### config.mk
export PLATFORM = sky130hd
export DESIGN_NAME = alu_cmd_ctrl
export DESIGN_NICKNAME = d
export VERILOG_FILES = /design/src/rtl/alu_pkg.sv /design/src/rtl/alu_8bit.sv /design/src/rtl/alu_cmd_ctrl.sv
export SDC_FILE = /design/constraint.sdc
export NUM_CORES = 1
export LEC_CHECK = 0
export ABC_AREA = 0
export BUFFER_PORTS_ARGS = -buffer_cell sky130_fd_sc_hd__clkbuf_2
export CORE_MARGIN = 2
export CORE_UTILIZATION = 45
export CTS_CLUSTER_DIAMETER = 30
export CTS_CLUSTER_SIZE = 20
export DETAILED_ROUTE_END_ITERATION = 16
export PLACE_DENSITY = 0.74
export SYNTH_ARGS = -nofsm -noshare
export SYNTH_HDL_FRONTEND = slang
export SYNTH_SLANG_ARGS = --single-unit
### constraint.sdc
create_clock -name clk -period 7.55 [get_ports clk]
set_input_delay 1.8875 -clock clk [delete_from_list [all_inputs] [get_ports clk]]
set_output_delay 1.8875 -clock clk [all_outputs]
set_load 0.01 [all_outputs]
### src/rtl/alu_pkg.sv
// Shared definitions for the ALU command controller: opcodes, flag bit
// positions inside the 4-bit {C,Z,V,N} vector, and the controller state type.
// Imported by alu_8bit and alu_cmd_ctrl.
package alu_pkg;

  localparam logic [2:0] OP_ADD  = 3'b000;
  localparam logic [2:0] OP_SUB  = 3'b001;
  localparam logic [2:0] OP_AND  = 3'b010;
  localparam logic [2:0] OP_OR   = 3'b011;
  localparam logic [2:0] OP_XOR  = 3'b100;
  localparam logic [2:0] OP_LAST = 3'b100;

  localparam int FLG_C = 3;
  localparam int FLG_Z = 2;
  localparam int FLG_V = 1;
  localparam int FLG_N = 0;

  typedef enum logic [1:0] {
    IDLE = 2'd0,
    EXEC = 2'd1,
    RESP = 2'd2
  } state_e;

endpackage

### src/rtl/alu_8bit.sv
// Purpose : combinational 8-bit ALU (ADD, SUB, AND, OR, XOR) with C/Z/V/N flags.
// Latency : 0 cycles, purely combinational.
// Backpr. : none; output follows inputs.
// Ports   : A, B operands; sel opcode; R result; C carry/borrow, Z zero,
//           V signed overflow, N sign. Unknown opcodes give R=0, C=V=0.
module alu_8bit
  import alu_pkg::*;
(
  input  logic [7:0] A,
  input  logic [7:0] B,
  input  logic [2:0] sel,
  output logic [7:0] R,
  output logic       C,
  output logic       Z,
  output logic       V,
  output logic       N
);

  logic [8:0] sum;
  logic [8:0] diff;

  always_comb begin
    sum  = {1'b0, A} + {1'b0, B};
    // Bit 8 of the 9-bit difference is the borrow (A < B unsigned).
    diff = {1'b0, A} - {1'b0, B};
    R = '0;
    C = 1'b0;
    V = 1'b0;
    case (sel)
      OP_ADD: begin
        R = sum[7:0];
        C = sum[8];
        V = (A[7] == B[7]) && (sum[7] != A[7]);
      end
      OP_SUB: begin
        R = diff[7:0];
        C = diff[8];
        V = (A[7] != B[7]) && (diff[7] != A[7]);
      end
      OP_AND: R = A & B;
      OP_OR:  R = A | B;
      OP_XOR: R = A ^ B;
      default: R = '0;
    endcase
    Z = (R == 8'h00);
    N = R[7];
  end

endmodule

### src/rtl/alu_cmd_ctrl.sv
// Purpose : command-side initiator for alu_8bit with accumulator and sticky flags.
// Latency : command accepted in cycle t -> rsp_valid in cycle t+2; >=3 cycles/command.
// Backpr. : response held stable while rsp_ready=0; cmd_ready low until it drains.
// Ports   : cmd_valid/cmd_ready/cmd_op/cmd_a/cmd_b/cmd_use_acc command channel;
//           rsp_valid/rsp_ready/rsp_r/rsp_flags/rsp_err response channel;
//           acc accumulator, sticky_flags OR-accumulated {C,Z,V,N}, clr_sticky clear.
module alu_cmd_ctrl
  import alu_pkg::*;
#(
  parameter logic [7:0] ACC_INIT = 8'h00,
  parameter bit         ACC_WB   = 1'b1
) (
  input  logic       clk,
  input  logic       rst_n,
  input  logic       cmd_valid,
  output logic       cmd_ready,
  input  logic [2:0] cmd_op,
  input  logic [7:0] cmd_a,
  input  logic [7:0] cmd_b,
  input  logic       cmd_use_acc,
  output logic       rsp_valid,
  input  logic       rsp_ready,
  output logic [7:0] rsp_r,
  output logic [3:0] rsp_flags,
  output logic       rsp_err,
  output logic [7:0] acc,
  output logic [3:0] sticky_flags,
  input  logic       clr_sticky
);

  state_e     state_q, state_d;
  logic       cmd_ready_q, cmd_ready_d;
  logic       rsp_valid_q, rsp_valid_d;
  logic [7:0] op_a_q, op_a_d;
  logic [7:0] op_b_q, op_b_d;
  logic [2:0] op_sel_q, op_sel_d;
  logic       use_acc_q, use_acc_d;
  logic       err_q, err_d;
  logic [7:0] rsp_r_q, rsp_r_d;
  logic [3:0] rsp_flags_q, rsp_flags_d;
  logic       rsp_err_q, rsp_err_d;
  logic [7:0] acc_q, acc_d;
  logic [3:0] sticky_q, sticky_d;

  logic [7:0] alu_r;
  logic       alu_c, alu_z, alu_v, alu_n;
  logic [3:0] alu_flags;
  logic       exec_legal;

  // The ALU only ever sees the latched operands, so cmd_* may change freely
  // once the command has been taken.
  alu_8bit u_alu (
    .A   (op_a_q),
    .B   (op_b_q),
    .sel (op_sel_q),
    .R   (alu_r),
    .C   (alu_c),
    .Z   (alu_z),
    .V   (alu_v),
    .N   (alu_n)
  );

  always_comb begin
    alu_flags        = '0;
    alu_flags[FLG_C] = alu_c;
    alu_flags[FLG_Z] = alu_z;
    alu_flags[FLG_V] = alu_v;
    alu_flags[FLG_N] = alu_n;
  end

  assign exec_legal = (state_q == EXEC) && !err_q;

  always_comb begin
    state_d     = state_q;
    op_a_d      = op_a_q;
    op_b_d      = op_b_q;
    op_sel_d    = op_sel_q;
    use_acc_d   = use_acc_q;
    err_d       = err_q;
    rsp_r_d     = rsp_r_q;
    rsp_flags_d = rsp_flags_q;
    rsp_err_d   = rsp_err_q;
    acc_d       = acc_q;

    unique case (state_q)
      IDLE: begin
        if (cmd_valid && cmd_ready_q) begin
          op_a_d    = cmd_use_acc ? acc_q : cmd_a;
          op_b_d    = cmd_b;
          op_sel_d  = cmd_op;
          use_acc_d = cmd_use_acc;
          err_d     = (cmd_op > OP_LAST);
          state_d   = EXEC;
        end
      end
      EXEC: begin
        if (err_q) begin
          rsp_r_d     = '0;
          rsp_flags_d = '0;
          rsp_err_d   = 1'b1;
        end else begin
          rsp_r_d     = alu_r;
          rsp_flags_d = alu_flags;
          rsp_err_d   = 1'b0;
          if (ACC_WB || use_acc_q) begin
            acc_d = alu_r;
          end
        end
        state_d = RESP;
      end
      RESP: begin
        if (rsp_ready) begin
          state_d = IDLE;
        end
      end
      default: state_d = IDLE;
    endcase

    // A clear coinciding with a legal EXEC keeps that command's flags.
    sticky_d = (clr_sticky ? 4'b0000 : sticky_q) | (exec_legal ? alu_flags : 4'b0000);

    // Handshake outputs are registered from the next state.
    cmd_ready_d = (state_d == IDLE);
    rsp_valid_d = (state_d == RESP);
  end

  always_ff @(posedge clk or negedge rst_n) begin
    if (!rst_n) begin
      state_q     <= IDLE;
      cmd_ready_q <= 1'b0;
      rsp_valid_q <= 1'b0;
      op_a_q      <= '0;
      op_b_q      <= '0;
      op_sel_q    <= '0;
      use_acc_q   <= 1'b0;
      err_q       <= 1'b0;
      rsp_r_q     <= '0;
      rsp_flags_q <= '0;
      rsp_err_q   <= 1'b0;
      acc_q       <= ACC_INIT;
      sticky_q    <= '0;
    end else begin
      state_q     <= state_d;
      cmd_ready_q <= cmd_ready_d;
      rsp_valid_q <= rsp_valid_d;
      op_a_q      <= op_a_d;
      op_b_q      <= op_b_d;
      op_sel_q    <= op_sel_d;
      use_acc_q   <= use_acc_d;
      err_q       <= err_d;
      rsp_r_q     <= rsp_r_d;
      rsp_flags_q <= rsp_flags_d;
      rsp_err_q   <= rsp_err_d;
      acc_q       <= acc_d;
      sticky_q    <= sticky_d;
    end
  end

  assign cmd_ready    = cmd_ready_q;
  assign rsp_valid    = rsp_valid_q;
  assign rsp_r        = rsp_r_q;
  assign rsp_flags    = rsp_flags_q;
  assign rsp_err      = rsp_err_q;
  assign acc          = acc_q;
  assign sticky_flags = sticky_q;

endmodule

# Word level (Yosys, flattened, before mapping)
# Cells that the tools add are included.
# classes
n_reduce_logical,11
magnitude_cmp,1
bitwise,5
muxes,12
n_eq_ne,11
addsub,2
# op_table
op,count
8-bit case mux with 5 select lines,1
8-bit 2-to-1 mux,2
4-bit 2-to-1 mux,3
8-bit by 8-bit adder with 9-bit output,1
8-bit by 8-bit subtractor with 9-bit output,1
8-bit bitwise AND,1
8-bit logical NOT,1
8-bit bitwise OR,1
8-bit bitwise XOR,1
3-bit by 2-bit == test with 1-bit output (second input constant),2
2-bit case mux with 3 select lines,1
2-bit == test (second input constant),2
1-bit logical AND,4
2-bit logical NOT,2
2-bit 2-to-1 mux,2
4-bit bitwise OR,1
1-bit case mux with 2 select lines,2
2-bit AND reduction,2
3-bit by 1-bit == test with 1-bit output (second input constant),1
3-bit == test (second input constant),1
3-bit > comparator (second input constant),1
3-bit logical NOT,1
1-bit != test,3
2-bit by 1-bit == test with 1-bit output (second input constant),1
other kinds (4),4
# totals
wordCells,54
ff_bits,49
inputBits,25
output_inout_bits,27

# Logic depth before layout (Yosys ltp)
# logic_depth
word_depth,6
ltp_mapped,9
ltp_nobuf,9

# Hierarchy
# A second synthesis with hierarchy kept.
# unflattened
cells_unflattened,309
hier_area_um2,3295.7
# modules_own_cells
mod,cells_per_inst,n_inst,seq_area_each_um2,area_per_inst_um2
alu_cmd_ctrl,120,1,1226.2,1978.1
alu_8bit,189,1,0.0,1317.5

# Worst setup path before layout
# No wires, ideal clock.
# synth_path
kind,input to register
startpoint,input cmd_valid
endpoint,register op_a_q[0]
setup_slack_ps,4527
path_buffers,2
setup_ps,137
t_arrival_ps,2886
stages,5
path_cell_list,nand2_1 > nor3_1 > clkbuf_1 > clkbuf_1 > a21oi_1
# synth_between
elab_chain_len,2
# synth_rtl
element,line,rtl
from (decl),alu_cmd_ctrl.sv:15,"input logic cmd_valid,"
1-bit logical AND,alu_cmd_ctrl.sv:87,if (cmd_valid && cmd_ready_q) begin
2-bit AND reduction (no line),-,
to (signal assigned),alu_cmd_ctrl.sv:146,op_a_q <= op_a_d;
to (decl),alu_cmd_ctrl.sv:34,"logic [7:0] op_a_q, op_a_d;"
# Every way passes these cells.
# A chain may end at the register's enable or synchronous reset.

# Worst setup path in the final report
# layout_path
startpoint,register op_a_q[2]
endpoint,"register rsp_flags_q[2], in the netlist rsp_flags[2]"
# layout_between
elab_chain_len,4
word_cells_on_any_way,8
cone_classes,2 x add/sub; 2 x mux; 3 x bitwise; 1 x reduce/logical
# layout_rtl
element,line,rtl
8-bit by 8-bit subtractor with 9-bit output (tied with other cells),alu_8bit.sv:25,"diff = {1'b0, A} - {1'b0, B};"
8-bit case mux with 5 select lines (*),alu_8bit.sv:29,case (sel)
8-bit logical NOT (*),alu_8bit.sv:45,Z = (R == 8'h00);
4-bit 2-to-1 mux (*),alu_cmd_ctrl.sv:97,if (err_q) begin
to (signal assigned),alu_cmd_ctrl.sv:152,rsp_flags_q <= rsp_flags_d;
to (decl),alu_cmd_ctrl.sv:40,"logic [3:0] rsp_flags_q, rsp_flags_d;"
# Every way passes the cells marked *; elsewhere a longest branch is shown, timed or not.

==> run metrics <==
CTS tree built; DRC viols 0; first-pass GRT wire length 11900 microns; Die Wd 86.6 microns; status completed; worst hold path class reg -> reg; PwrDens 504 nW/um^2; Yosys top cell by area dfrtp_1; Finished Core Util 52.2%; Worst Slack Setup Final 4.71 ns; register bit total from synthesis 48; dpl hpwl 5330 microns; CTS root buf clkbuf_8; Congestion Overflow GR 0; vias in the first global route 2545; I/O pin cnt 52; worst r2r dst rsp_flags[2]; Vias 2562; DR vias/cell 5.61; Critical Path AT 3.04 ns; Sw Share 48.0%; Peak VDD IR 0.000205 V; Starting Density 46.0%; n_diodes 0; largest net degree at the start of global routing 49; Pre-Repair DR Iteration Count 4; die area 7510 sq um; Vert. Die Dim 86.6 microns; Antenna Nets Post-Route 0; count of pins over their slew limit 0; H-tree depth 2; period utilization 37.6%; placed cell area 3370 sq um; CTS clk-pin slew, worst paths 0.09 ns; CTS Buffer Depth 2; GP Congestion 0.953; Setup WS pre-CTS 4.55 ns; reg2reg path depth 8; port buffer count 51; WS Path Type reg -> reg; Core ar. 6680 sq um; Int Power 0.914 mW; slew of the pin with the lowest slew margin 0.759 ns; Pleak 1.75 nW; total negative slack 0 ns; clk_lat worst skew 0.29 ns; Total Nets Final 427; clock net sink count 48; all-layer global routing usage 19.8%; Sw Pwr 0.845 mW; Mapped Avg Cell Area 9.20 sq um; crit path time final 2.84 ns; CP required 7.74 ns; worst-case clock skew 0.00767 ns; final setup vio count 0; dominant synthesized flop cell dfrtp_1; drt total wl 7130 microns; ratio of cells with drive above 1 in the final layout 20.2%; WL/cell 15.6 microns; Syn Inst Count 334; sequential power share 28.1%; Post-synth EDFFs 0; critical path fanouts, max 7; hold violation count in the final report 0; CTS buffer count 5; Max Freq 352 MHz; Worst Setup EP rsp_flags[2]; critical path launch point type flip-flop; most frequent cells after synthesis 48 x dfrtp_1, 32 x nand2_1, 31 x nor2_1, 26 x inv_1, 25 x o21ai_0; CP Capture Type flip-flop; launching point of the worst reg2reg path op_a_q[2]; most used standard cell by instance count after synthesis dfrtp_1; max_cap viols 0; synth-to-layout area growth 13.6%; hold_buf cts 0; slew margin rel. 49.2%; Mapped Area 3070 sq um; Synth area leaders dfrtp_1 39%, ha_1 9.8%, o21ai_0 4.1%; Worst Setup SP op_a_q[2]; ys async rst share 100%; row count 30; net count after synthesis 385; Comb pwr share 60.9%; final instance area 3490 sq um; synth unique cells 60; Synth Warn # 0; Synth top area share 39.1%; unrepaired setup endpoints after global routing no; Post-CTS Setup Bufs 0; clock power share 11.0%; initial drt markers 190; slack of the worst reg-to-reg path 4.71 ns; post-CTS resize count 0; initial antenna violation count 0; register area share after synthesis 39.1%
[power by group through the flow]
stage               Clock, mW  Combinational [mW]  Sequential [mW]
floorplan                   0               0.826            0.464
global placement            0                1.05            0.491
detailed placement          0                1.07            0.496
CTS                     0.201                1.07            0.491
global route            0.209                1.20            0.512
finish                  0.194                1.07            0.494
[state kept, by name, indices dropped and copies added, names as in the netlist, 2 cells and up]
name / flops
acc: 8
sticky_flags: 4
rsp_r: 7
op_sel_q: 3
op_b_q: 8
rsp_flags: 4
op_a_q: 8
state_q: 2
[layout make-up]
type	instances	area, sq um
clock inverters	2	38.8
repair buffers	54	278
well taps	80	100
flip-flops and latches	48	1200
fillers	613	3190
inverters	26	97.6
multi-input cells	241	1690
clock buffers	6	82.6
[cell usage in the layout, fill, tap and decap left out, types with 3 or more instances in the layout]
cell,netlist,routed
a211oi_1,3,3
a21o_1,10,10
a21oi_1,21,21
a221o_1,3,3
buf_4,1,3
clkbuf_2,0,51
clkbuf_8,0,6
dfrtp_1,48,48
ha_1,24,24
inv_1,26,26
mux2_2,4,4
mux2i_1,8,8
nand2_1,32,32
nand2b_1,7,7
nor2_1,31,31
nor2b_1,6,6
o211ai_1,3,3
o21ai_0,25,25
o21bai_1,5,5
o221ai_1,3,3
o31ai_1,3,3
o41ai_1,3,3
or3_1,4,4
[metrics by stage]
step	hold slack [ns]	std cells	total power, mW
2_1_floorplan	0.480	334	1.29
3_3_place_gp	0.461	449	1.54
3_5_place_dp	0.462	449	1.56
4_1_cts	0.485	457	1.76
5_1_grt	0.501	457	1.92
6_report	0.483	457	1.76
[routing by layer]
metal  share of wire [%]  GRT usage (%)  vias to the layer above
li1                    -              -                     1248
met1                  48           28.9                     1232
met2                  45           31.3                       75
met3                 5.7           2.10                        7
met4                0.87           5.11                        0
met5                   0              0                        -
[kinds of logic (layout without fill, tap and decap cells)]
| kind of cell | count (synthesis) | in the layout | share of synthesized area [%] |
|---|---|---|---|
| xor+xnor | 4 | 4 | 1.14 |
| simple gates | 97 | 97 | 15.2 |
| buf+inv | 45 | 88 | 5.99 |
| fa+ha+maj | 26 | 26 | 11.1 |
| mux | 12 | 12 | 4.07 |
| flops | 48 | 48 | 39.1 |
| compound gates | 102 | 102 | 23.5 |
[worst max-delay path, stage by stage (launching register included)]
cell and delay (ns):
dfrtp_1 0.43, inv_1 0.07, ha_1 0.50, a21oi_4 0.13
a2111oi_4 0.39, nor2_2 0.08, a221o_1 0.35, a221o_1 0.42
o41ai_1 0.36
[worst min path at each step]
stage / start / to / slack (ns) / cells past startpoint
floorplan: state_q[1] / rsp_valid / 0.48 / 2
global placement: rsp_flags[3] / rsp_flags[3] / 0.46 / 2
detailed placement: sticky_flags[2] / sticky_flags[2] / 0.46 / 2
CTS: sticky_flags[2] / sticky_flags[2] / 0.48 / 2
global route: rsp_r[2] / rsp_r[2] / 0.50 / 1
finish: sticky_flags[2] / sticky_flags[2] / 0.48 / 2
No activity file was read; power rests on OpenSTA's default activity.
